`src/rtl/arbiter_pkg.sv`:
```
// arbiter_pkg: shared types, constants and helpers for the router output
// arbiter family.
//   policy_e       - arbitration policy (sticky / strict round-robin)
//   PORT_*         - port index map for the 5-port mesh router
//   onehot_to_idx  - one-hot (or zero) vector to binary index
package arbiter_pkg;

    typedef enum logic {
        POL_STICKY = 1'b0,
        POL_RR     = 1'b1
    } policy_e;

    localparam int PORT_L = 0;
    localparam int PORT_N = 1;
    localparam int PORT_E = 2;
    localparam int PORT_W = 3;
    localparam int PORT_S = 4;

    // Widest port count the helpers below handle.
    localparam int MAX_PORTS = 32;

    // OR-reduces the indices of all set bits: exact for one-hot, 0 for zero.
    function automatic logic [4:0] onehot_to_idx(input logic [MAX_PORTS-1:0] oh);
        logic [4:0] idx;
        idx = '0;
        for (int i = 0; i < MAX_PORTS; i++) begin
            if (oh[i]) idx = idx | 5'(i);
        end
        return idx;
    endfunction

endpackage

```
`src/rtl/rr_pick.sv`:
```
// rr_pick: combinational cyclic first-set search.
//   req        in  NUM_PORTS  request vector
//   start_idx  in  IDX_W      index searched first (must be < NUM_PORTS)
//   onehot_out out NUM_PORTS  first set req bit at or after start_idx
//                             (wrapping), zero when req is zero
module rr_pick #(
    parameter int  NUM_PORTS = 5,
    localparam int IDX_W     = $clog2(NUM_PORTS)
) (
    input  logic [NUM_PORTS-1:0] req,
    input  logic [IDX_W-1:0]     start_idx,
    output logic [NUM_PORTS-1:0] onehot_out
);

    logic [NUM_PORTS-1:0] rot;
    logic [NUM_PORTS-1:0] rot_oh;

    // Rotate req right so start_idx lands on bit 0; the doubled copy
    // supplies the wrapped-around bits.
    assign rot = NUM_PORTS'({req, req} >> start_idx);

    // Isolate the lowest set bit (two's-complement trick).
    assign rot_oh = rot & (~rot + NUM_PORTS'(1));

    // Rotate back left; the upper half of the doubled word holds the result.
    assign onehot_out = NUM_PORTS'(({rot_oh, rot_oh} << start_idx) >> NUM_PORTS);

endmodule

```
`src/rtl/arbiter_rr_param.sv`:
```
// arbiter_rr_param: N-port output-channel arbiter with RTS/DCTS handshake.
//   clk        in  1          clock
//   rst        in  1          asynchronous active-low reset
//   req        in  NUM_PORTS  per-port request
//   tail       in  NUM_PORTS  per-port tail flag (only the owner's is used)
//   dcts       in  1          downstream clear-to-send
//   grant      out NUM_PORTS  one-hot transfer strobe (owner & rts & dcts)
//   xbar_sel   out NUM_PORTS  one-hot crossbar select (owner), 0 when idle
//   owner_idx  out IDX_W      binary owner index, 0 when idle
//   busy       out 1          an owner is selected
//   rts        out 1          registered request-to-send
// Supports 2..32 ports.
module arbiter_rr_param #(
    parameter int NUM_PORTS = 5,
    parameter int POLICY    = 0,
    parameter int PKT_LOCK  = 0,
    parameter int IDX_W     = $clog2(NUM_PORTS)
) (
    input  logic                 clk,
    input  logic                 rst,
    input  logic [NUM_PORTS-1:0] req,
    input  logic [NUM_PORTS-1:0] tail,
    input  logic                 dcts,
    output logic [NUM_PORTS-1:0] grant,
    output logic [NUM_PORTS-1:0] xbar_sel,
    output logic [IDX_W-1:0]     owner_idx,
    output logic                 busy,
    output logic                 rts
);

    import arbiter_pkg::*;

    logic [NUM_PORTS-1:0] owner;
    logic [NUM_PORTS-1:0] pick;
    logic [NUM_PORTS-1:0] owner_nxt;
    logic [IDX_W-1:0]     last_ptr;
    logic [IDX_W-1:0]     cur_idx;
    logic [IDX_W-1:0]     pick_idx;
    logic [IDX_W-1:0]     start_idx;
    logic                 transfer;
    logic                 locked;
    logic                 hold;

    function automatic logic [IDX_W-1:0] idx_inc(input logic [IDX_W-1:0] i);
        return (i == IDX_W'(NUM_PORTS - 1)) ? '0 : i + IDX_W'(1);
    endfunction

    assign busy     = |owner;
    assign transfer = rts & dcts;
    assign cur_idx  = IDX_W'(onehot_to_idx(MAX_PORTS'(owner)));
    assign pick_idx = IDX_W'(onehot_to_idx(MAX_PORTS'(pick)));

    // Packet lock: the owner keeps the channel until its tail flit moves.
    // Dropping req mid-packet releases the lock so a bad source can't hang us.
    assign locked = (PKT_LOCK != 0) & busy & (|(req & owner))
                  & ~(transfer & (|(tail & owner)));

    // A pending RTS waiting on the downstream must not change hands.
    assign hold = (rts & ~dcts) | locked;

    always_comb begin
        start_idx = cur_idx;
        if (!busy)
            start_idx = idx_inc(last_ptr);
        else if (POLICY == int'(POL_RR) && transfer)
            start_idx = idx_inc(cur_idx);   // owner searched last
    end

    rr_pick #(.NUM_PORTS(NUM_PORTS)) u_pick (
        .req        (req),
        .start_idx  (start_idx),
        .onehot_out (pick)
    );

    assign owner_nxt = hold ? owner : pick;

    always_ff @(posedge clk or negedge rst) begin
        if (!rst) begin
            owner    <= '0;
            rts      <= 1'b0;
            last_ptr <= IDX_W'(NUM_PORTS - 1);
        end else begin
            owner <= owner_nxt;
            // Based on the current owner; drops for one cycle after each
            // transfer, which gives the 2-cycle flit cadence.
            rts   <= busy & ~transfer;
            if (!hold && |pick) last_ptr <= pick_idx;
        end
    end

    assign grant     = owner & {NUM_PORTS{transfer}};
    assign xbar_sel  = owner;
    assign owner_idx = cur_idx;

    a_owner_onehot: assert property (@(posedge clk) disable iff (!rst) $onehot0(owner));
    a_grant_onehot: assert property (@(posedge clk) disable iff (!rst) $onehot0(grant));

endmodule

```
`config.mk`:
```
export PLATFORM = sky130hd
export DESIGN_NAME = arbiter_rr_param
export DESIGN_NICKNAME = d
export VERILOG_FILES = /design/src/rtl/arbiter_pkg.sv /design/src/rtl/rr_pick.sv /design/src/rtl/arbiter_rr_param.sv
export SDC_FILE = /design/constraint.sdc
export NUM_CORES = 1
export LEC_CHECK = 0
export CAP_MARGIN = 20
export CORE_ASPECT_RATIO = 0.75
export CORE_UTILIZATION = 55
export DETAILED_ROUTE_END_ITERATION = 6
export DONT_BUFFER_PORTS = 1
export GPL_TIMING_DRIVEN = 0
export PLACE_DENSITY = 0.77
export SYNTH_ARGS = -nofsm -noshare
export SYNTH_HDL_FRONTEND = slang
export SYNTH_SLANG_ARGS = --single-unit
export TNS_END_PERCENT = 50
```
`constraint.sdc`:
```
create_clock -name clk -period 2.8 [get_ports clk]
set_input_delay 0.28 -clock clk [delete_from_list [all_inputs] [get_ports clk]]
set_output_delay 0.28 -clock clk [all_outputs]
set_load 0.005 [all_outputs]
```
# [Word-level counts from Yosys, hierarchy flattened]
# Index checks and enable logic that the tools add are counted.
[word_totals] ff_bits=9 input_bits=13 out_inout_bits=15 wordCells=30
[op_classes] add_sub_neg=2 n_eq_ne=1 shift=2 mux=10 bitwise_logic=8 n_reduce_logical=4
[op_table] op="$mux W3" count=4
[op_table] op="$and A5 B5 Y5" count=2
[op_table] op="$reduce_or A5 Y1" count=2
[op_table] op="$shl A10 B3 Y10" count=1
[op_table] op="$shr A10 B3 Y5" count=1
[op_table] op="$mux W2" count=4
[op_table] op="$add A5 B1 Y5 const B" count=1
[op_table] op="$not A5 Y5" count=1
[op_table] op="$add A3 B1 Y3 const B" count=1
[op_table] op="$and A1 B1 Y1" count=3
[op_table] op="$eq A3 B3 Y1 const B" count=1
[op_table] op="$mux W1" count=2
[op_table] op="$not A1 Y1" count=2
[op_table] op="$logic_and A1 B1 Y1" count=1
[op_table] op="$logic_not A1 Y1" count=1

# [Longest topological paths before layout]
[logic_depth] ltp_word=14 ltp_mapped=11 depth_no_buf=10

# [Hierarchy]
# Synthesis repeated with hierarchy kept, for this count alone.
[unflattened] cells_unflattened=136 area_unflattened_um2=1081.0
[modules_own_cells] module="rr_pick" n_inst=1 cells_per_inst=78 area_per_inst_um2=565.5
[modules_own_cells] module="arbiter_rr_param" n_inst=1 cells_per_inst=58 area_per_inst_um2=515.5

# [Worst setup path before layout]
# Ideal clock, no wire load.
[synth_timing] path_kind="register -> register" from="register last_ptr[0]" to="register last_ptr[0]" t_arrival_ps=2976 t_required_ps=2674 path_slack_ps=-302 stages_incl_launch_ff=11 path_buffers=0 synth_period_minus_slack_ps=3102 path_cell_list="dfrtp_1 -> inv_1 -> ha_1 -> a211o_1 -> o21ai_4 -> mux4_2 -> o311a_2 -> o211ai_1 -> o32ai_1 -> or2_0 -> a221o_1"
[synth_via] elab_chain_cells=12 word_cells_on_any_way=15 cone_classes="add/sub: 2; eq/ne: 1; shift: 2; mux: 6; bitwise: 2; reduce/logical: 2"
[synth_lines] element="start, declared" line_no="arbiter_rr_param.sv:36" rtl="logic [IDX_W-1:0] last_ptr;"
[synth_lines] element="start signal, assigned" line_no="arbiter_rr_param.sv:81" rtl="last_ptr <= IDX_W'(NUM_PORTS - 1);"
[synth_lines] element="start signal, assigned" line_no="arbiter_rr_param.sv:87" rtl="if (!hold && |pick) last_ptr <= pick_idx;"
[synth_lines] element="$add A3 B1 Y3 or $eq A3 B3 Y1 (tied branches)" line_no="arbiter_rr_param.sv:45" rtl="return (i == IDX_W'(NUM_PORTS - 1)) ? '0 : i + IDX_W'(1);"
[synth_lines] element="$mux W3 *" line_no="arbiter_rr_param.sv:45"
[synth_lines] element="$mux W3 *" line_no="arbiter_rr_param.sv:63" rtl="if (!busy)"
[synth_lines] element="$shr A10 B3 Y5" line_no="rr_pick.sv:20" rtl="assign rot = NUM_PORTS'({req, req} >> start_idx);"
[synth_lines] element="$not A5 Y5" line_no="rr_pick.sv:23" rtl="assign rot_oh = rot & (~rot + NUM_PORTS'(1));"
[synth_lines] element="$add A5 B1 Y5" line_no="rr_pick.sv:23"
[synth_lines] element="$and A5 B5 Y5" line_no="rr_pick.sv:23"
[synth_lines] element="$shl A10 B3 Y10 *" line_no="rr_pick.sv:26" rtl="assign onehot_out = NUM_PORTS'(({rot_oh, rot_oh} << start_idx) >> NUM_PORTS);"
[synth_lines] element="$mux W1" line_no="arbiter_pkg.sv:27" rtl="if (oh[i]) idx = idx | 5'(i);"
[synth_lines] element="$mux W2 (2 in series)" line_no="arbiter_pkg.sv:27"
[synth_lines] element="$mux W3" line_no="arbiter_pkg.sv:27"
# Mark *: on every way between the ends. The rest lies on a longest branch, timed or not.
# A chain may end at the register's enable or synchronous reset.

# [Final worst setup path]
[layout_timing] from="register owner[2], in the netlist xbar_sel[2]" to="register last_ptr[0]"
[layout_via] elab_chain_cells=13 word_cells_on_any_way=16 cone_classes="add/sub: 1; shift: 2; mux: 8; bitwise: 2; reduce/logical: 3"
[layout_lines] element="start, declared" line_no="arbiter_rr_param.sv:33" rtl="logic [NUM_PORTS-1:0] owner;"
[layout_lines] element="start signal, assigned" line_no="arbiter_rr_param.sv:83" rtl="owner <= owner_nxt;"
[layout_lines] element="$mux W2 (2 in series)" line_no="arbiter_pkg.sv:27"
[layout_lines] element="$mux W3" line_no="arbiter_pkg.sv:27"
[layout_lines] element="$mux W3 *" line_no="arbiter_rr_param.sv:63"
[layout_lines] element="$shr A10 B3 Y5" line_no="rr_pick.sv:20"
[layout_lines] element="$not A5 Y5" line_no="rr_pick.sv:23"
[layout_lines] element="$add A5 B1 Y5" line_no="rr_pick.sv:23"
[layout_lines] element="$and A5 B5 Y5" line_no="rr_pick.sv:23"
[layout_lines] element="$shl A10 B3 Y10 *" line_no="rr_pick.sv:26"
[layout_lines] element="$mux W1" line_no="arbiter_pkg.sv:27"
[layout_lines] element="$mux W2 (2 in series)" line_no="arbiter_pkg.sv:27"
[layout_lines] element="$mux W3" line_no="arbiter_pkg.sv:27"
# Marked as above.

==> run summary <==
initial core utilization -> 0.581
Synth top area share -> 0.149
PortBufs -> 0
DP HPWL -> 3.03 mm
# clock sinks -> 9
RSZ-0062 raised after global routing -> true
CP Buf/Inv Count -> 1
GRT Total Usage -> 0.356
area share of xor/xnor cells in the synthesized design -> 0
Via density -> 7.76
max cap viols -> 0
period utilization -> 1.16
nets -> 211
status -> complete, but fails checks
Synth area leaders -> dfrtp_1, a211oi_1, nand2_1
Syn Inst Count -> 163
cell class contributing the biggest share of worst-path delay -> compound AO/OA/AOI/OAI gates
Die H -> 44.8 um
Synth Area in Compound Gates -> 0.440
# rows -> 15
die area -> 0.00264 mm^2
Final Slew Violations -> 0
Slew HR -> 0.503
grt ovf -> 0
CP max stage cell -> nor4_1
Skew-Pair Late Insertion Delay -> 0.26 ns
layout cells sized above 1 -> 0.426
CP Cell Sequence -> nor4_1 -> o21a_1 -> clkbuf_4 -> nor2_4 -> o32a_2 -> nand4b_1 -> a21oi_2 -> a211oi_2 -> a221o_1
PnR worst setup slack -> -0.439 ns
most frequent cells in the layout -> buf_4, nand2_1, inv_1
clock period minus worst slack -> 3.24 ns
final setup TNS -> -2.59 ns
Post-synth ARST share -> 1.00
synth warn -> 0
worst path required time -> 2.94 ns
Clock Skew -> 0.000760 ns
max frequency -> 309 MHz
GP Congestion -> 0.965
clock-pin transition on the worst setup and hold timing paths -> 0.06 ns
arrival time worst endpoint -> 3.38 ns
initial antenna violation count -> 0
Pre-antenna DRT Iters -> 7
Simple-Gate Fraction of Synth Area -> 0.219
largest family of logic cells by synthesized area -> compound AO/OA/AOI/OAI gates
post-synthesis sequential area ratio -> 0.169
synthesized net count -> 178
post-route ant nets -> 0
first-pass GRT wire length -> 6.96 mm
startpoint types -> register
actual slew at the worst max-slew pin -> 0.726 ns
Layout Area Growth over Synthesis -> 38.1%
post-synthesis adder-cell area fraction -> 0.0187
drt drc -> 2
Crit. End Element -> register
mapped cell area -> 0.00134 mm^2
vias in the first global route -> 1471
crit-path max cell delay -> 0.63 ns
multiplexer share of the synthesized area -> 0.0979
number of diodes -> 0
commonest non-fill, non-tap cell in the layout -> buf_4
Post-synth EDFFs -> 0
via count -> 1778
CTS tree -> yes
Num CTS Buffers -> 3
# IOs -> 28
final hold viol count -> 0
kind of critical path -> reg2reg
CP Max Fanout -> 10
largest net degree at the start of global routing -> 11
clk root buf -> clkbuf_4
Total Wirelength -> 5.39 mm
First DRT Iteration DRCs -> 457
Hold Crit Class -> in2reg
synthesized area per cell -> 8.23 um^2
Synth area leader -> dfrtp_1
top_reg_cell synth -> dfrtp_1
Die Span X -> 59.0 um
Netlist cell types -> 66
Core ar. -> 0.00231 mm^2
htree depth -> 1
Setup Viol. Count Final -> 8
Longest Clk Path Bufs -> 2
FF+latch count, synth -> 9
wire length per cell -> 23.5 um
failing checks -> design-rule violations, negative setup slack
[synthesized netlist by cell type, drive strengths merged, types with 3 or more instances]
master,number
o32ai,5
a22oi,3
nand4,3
dfrtp,8
o21ai,9
inv,9
mux2i,4
nand2b,4
buf,4
mux2,3
nand2,15
a21oi,9
clkbuf,3
a211oi,10
and3,6
nor3,7
o211ai,5
nor2,9
[cells by family after synthesis]
| family | count (synthesis) |
|---|---|
| buffers and inverters | 16 |
| adder cells (fa/ha/maj) | 2 |
| AND/OR/NAND/NOR | 56 |
| multiplexers | 9 |
| flip-flops | 9 |
| AO/OA/AOI/OAI | 71 |
[flip-flops by register name (all words and copies together) (netlist names)]
| name | flops |
|---|---|
| xbar_sel | 5 |
| last_ptr | 3 |
| rts | 1 |
[final cells by class]
type / instances / area (um^2)
Multi-Input combinational cell: 138 / 1250
Fill cell: 142 / 457
Sequential cell: 9 / 231
Timing Repair Buffer: 28 / 225
Buffer: 7 / 43.8
Tap cell: 34 / 42.5
Inverter: 9 / 33.8
Clock buffer: 4 / 26.3
[path summary, 6_finish.rpt]
| check | start | to | slack [ns] | cells after the start |
|---|---|---|---|---|
| max | xbar_sel[2] | last_ptr[0] | -0.44 | 9 |
| min | dcts | rts | 0.14 | 1 |
| max reg2reg | xbar_sel[2] | last_ptr[0] | -0.44 | 9 |
| min reg2reg | xbar_sel[0] | xbar_sel[0] | 0.62 | 2 |
| max in group asynchronous | rst | last_ptr[2] | 2.10 | 1 |
| min in group asynchronous | rst | rts | 0.38 | 1 |
[per-stage QoR]
step                instance area, um^2  std cells   util  setup slack [ns]  hold WS, ns
floorplan                          1380        163      -            -0.221      -0.0156
global placement                   1420        197  0.616            -0.550      -0.0155
detailed placement                 1420        197  0.616            -0.645      -0.0155
CTS                                1660        219  0.718            -0.284        0.131
global route                       1850        229  0.802            -0.598        0.122
finish                             1850        229  0.802            -0.439        0.137
[routing by layer]
metal / wire length, um / vias to the layer above / track usage
met5: 0 / - / 0
met4: 315 / 0 / 0.114
li1: - / 730 / -
met3: 755 / 57 / 0.106
met2: 2230 / 190 / 0.539
met1: 2090 / 801 / 0.490
[timing repair]
action / in CTS / in global routing
hold buffers: 1 / 0
setup buffers: 16 / 10
endpoints found under the hold margin: 9 / 0
cloned: 1 / 0
pin swaps: 7 / 15
setup endpoints to repair: 8 / 8
resized for setup: 20 / 25
Power is left out: the tool's default activity adds up to more than one toggle a clock period on the data nets, which glitch-free logic cannot reach.
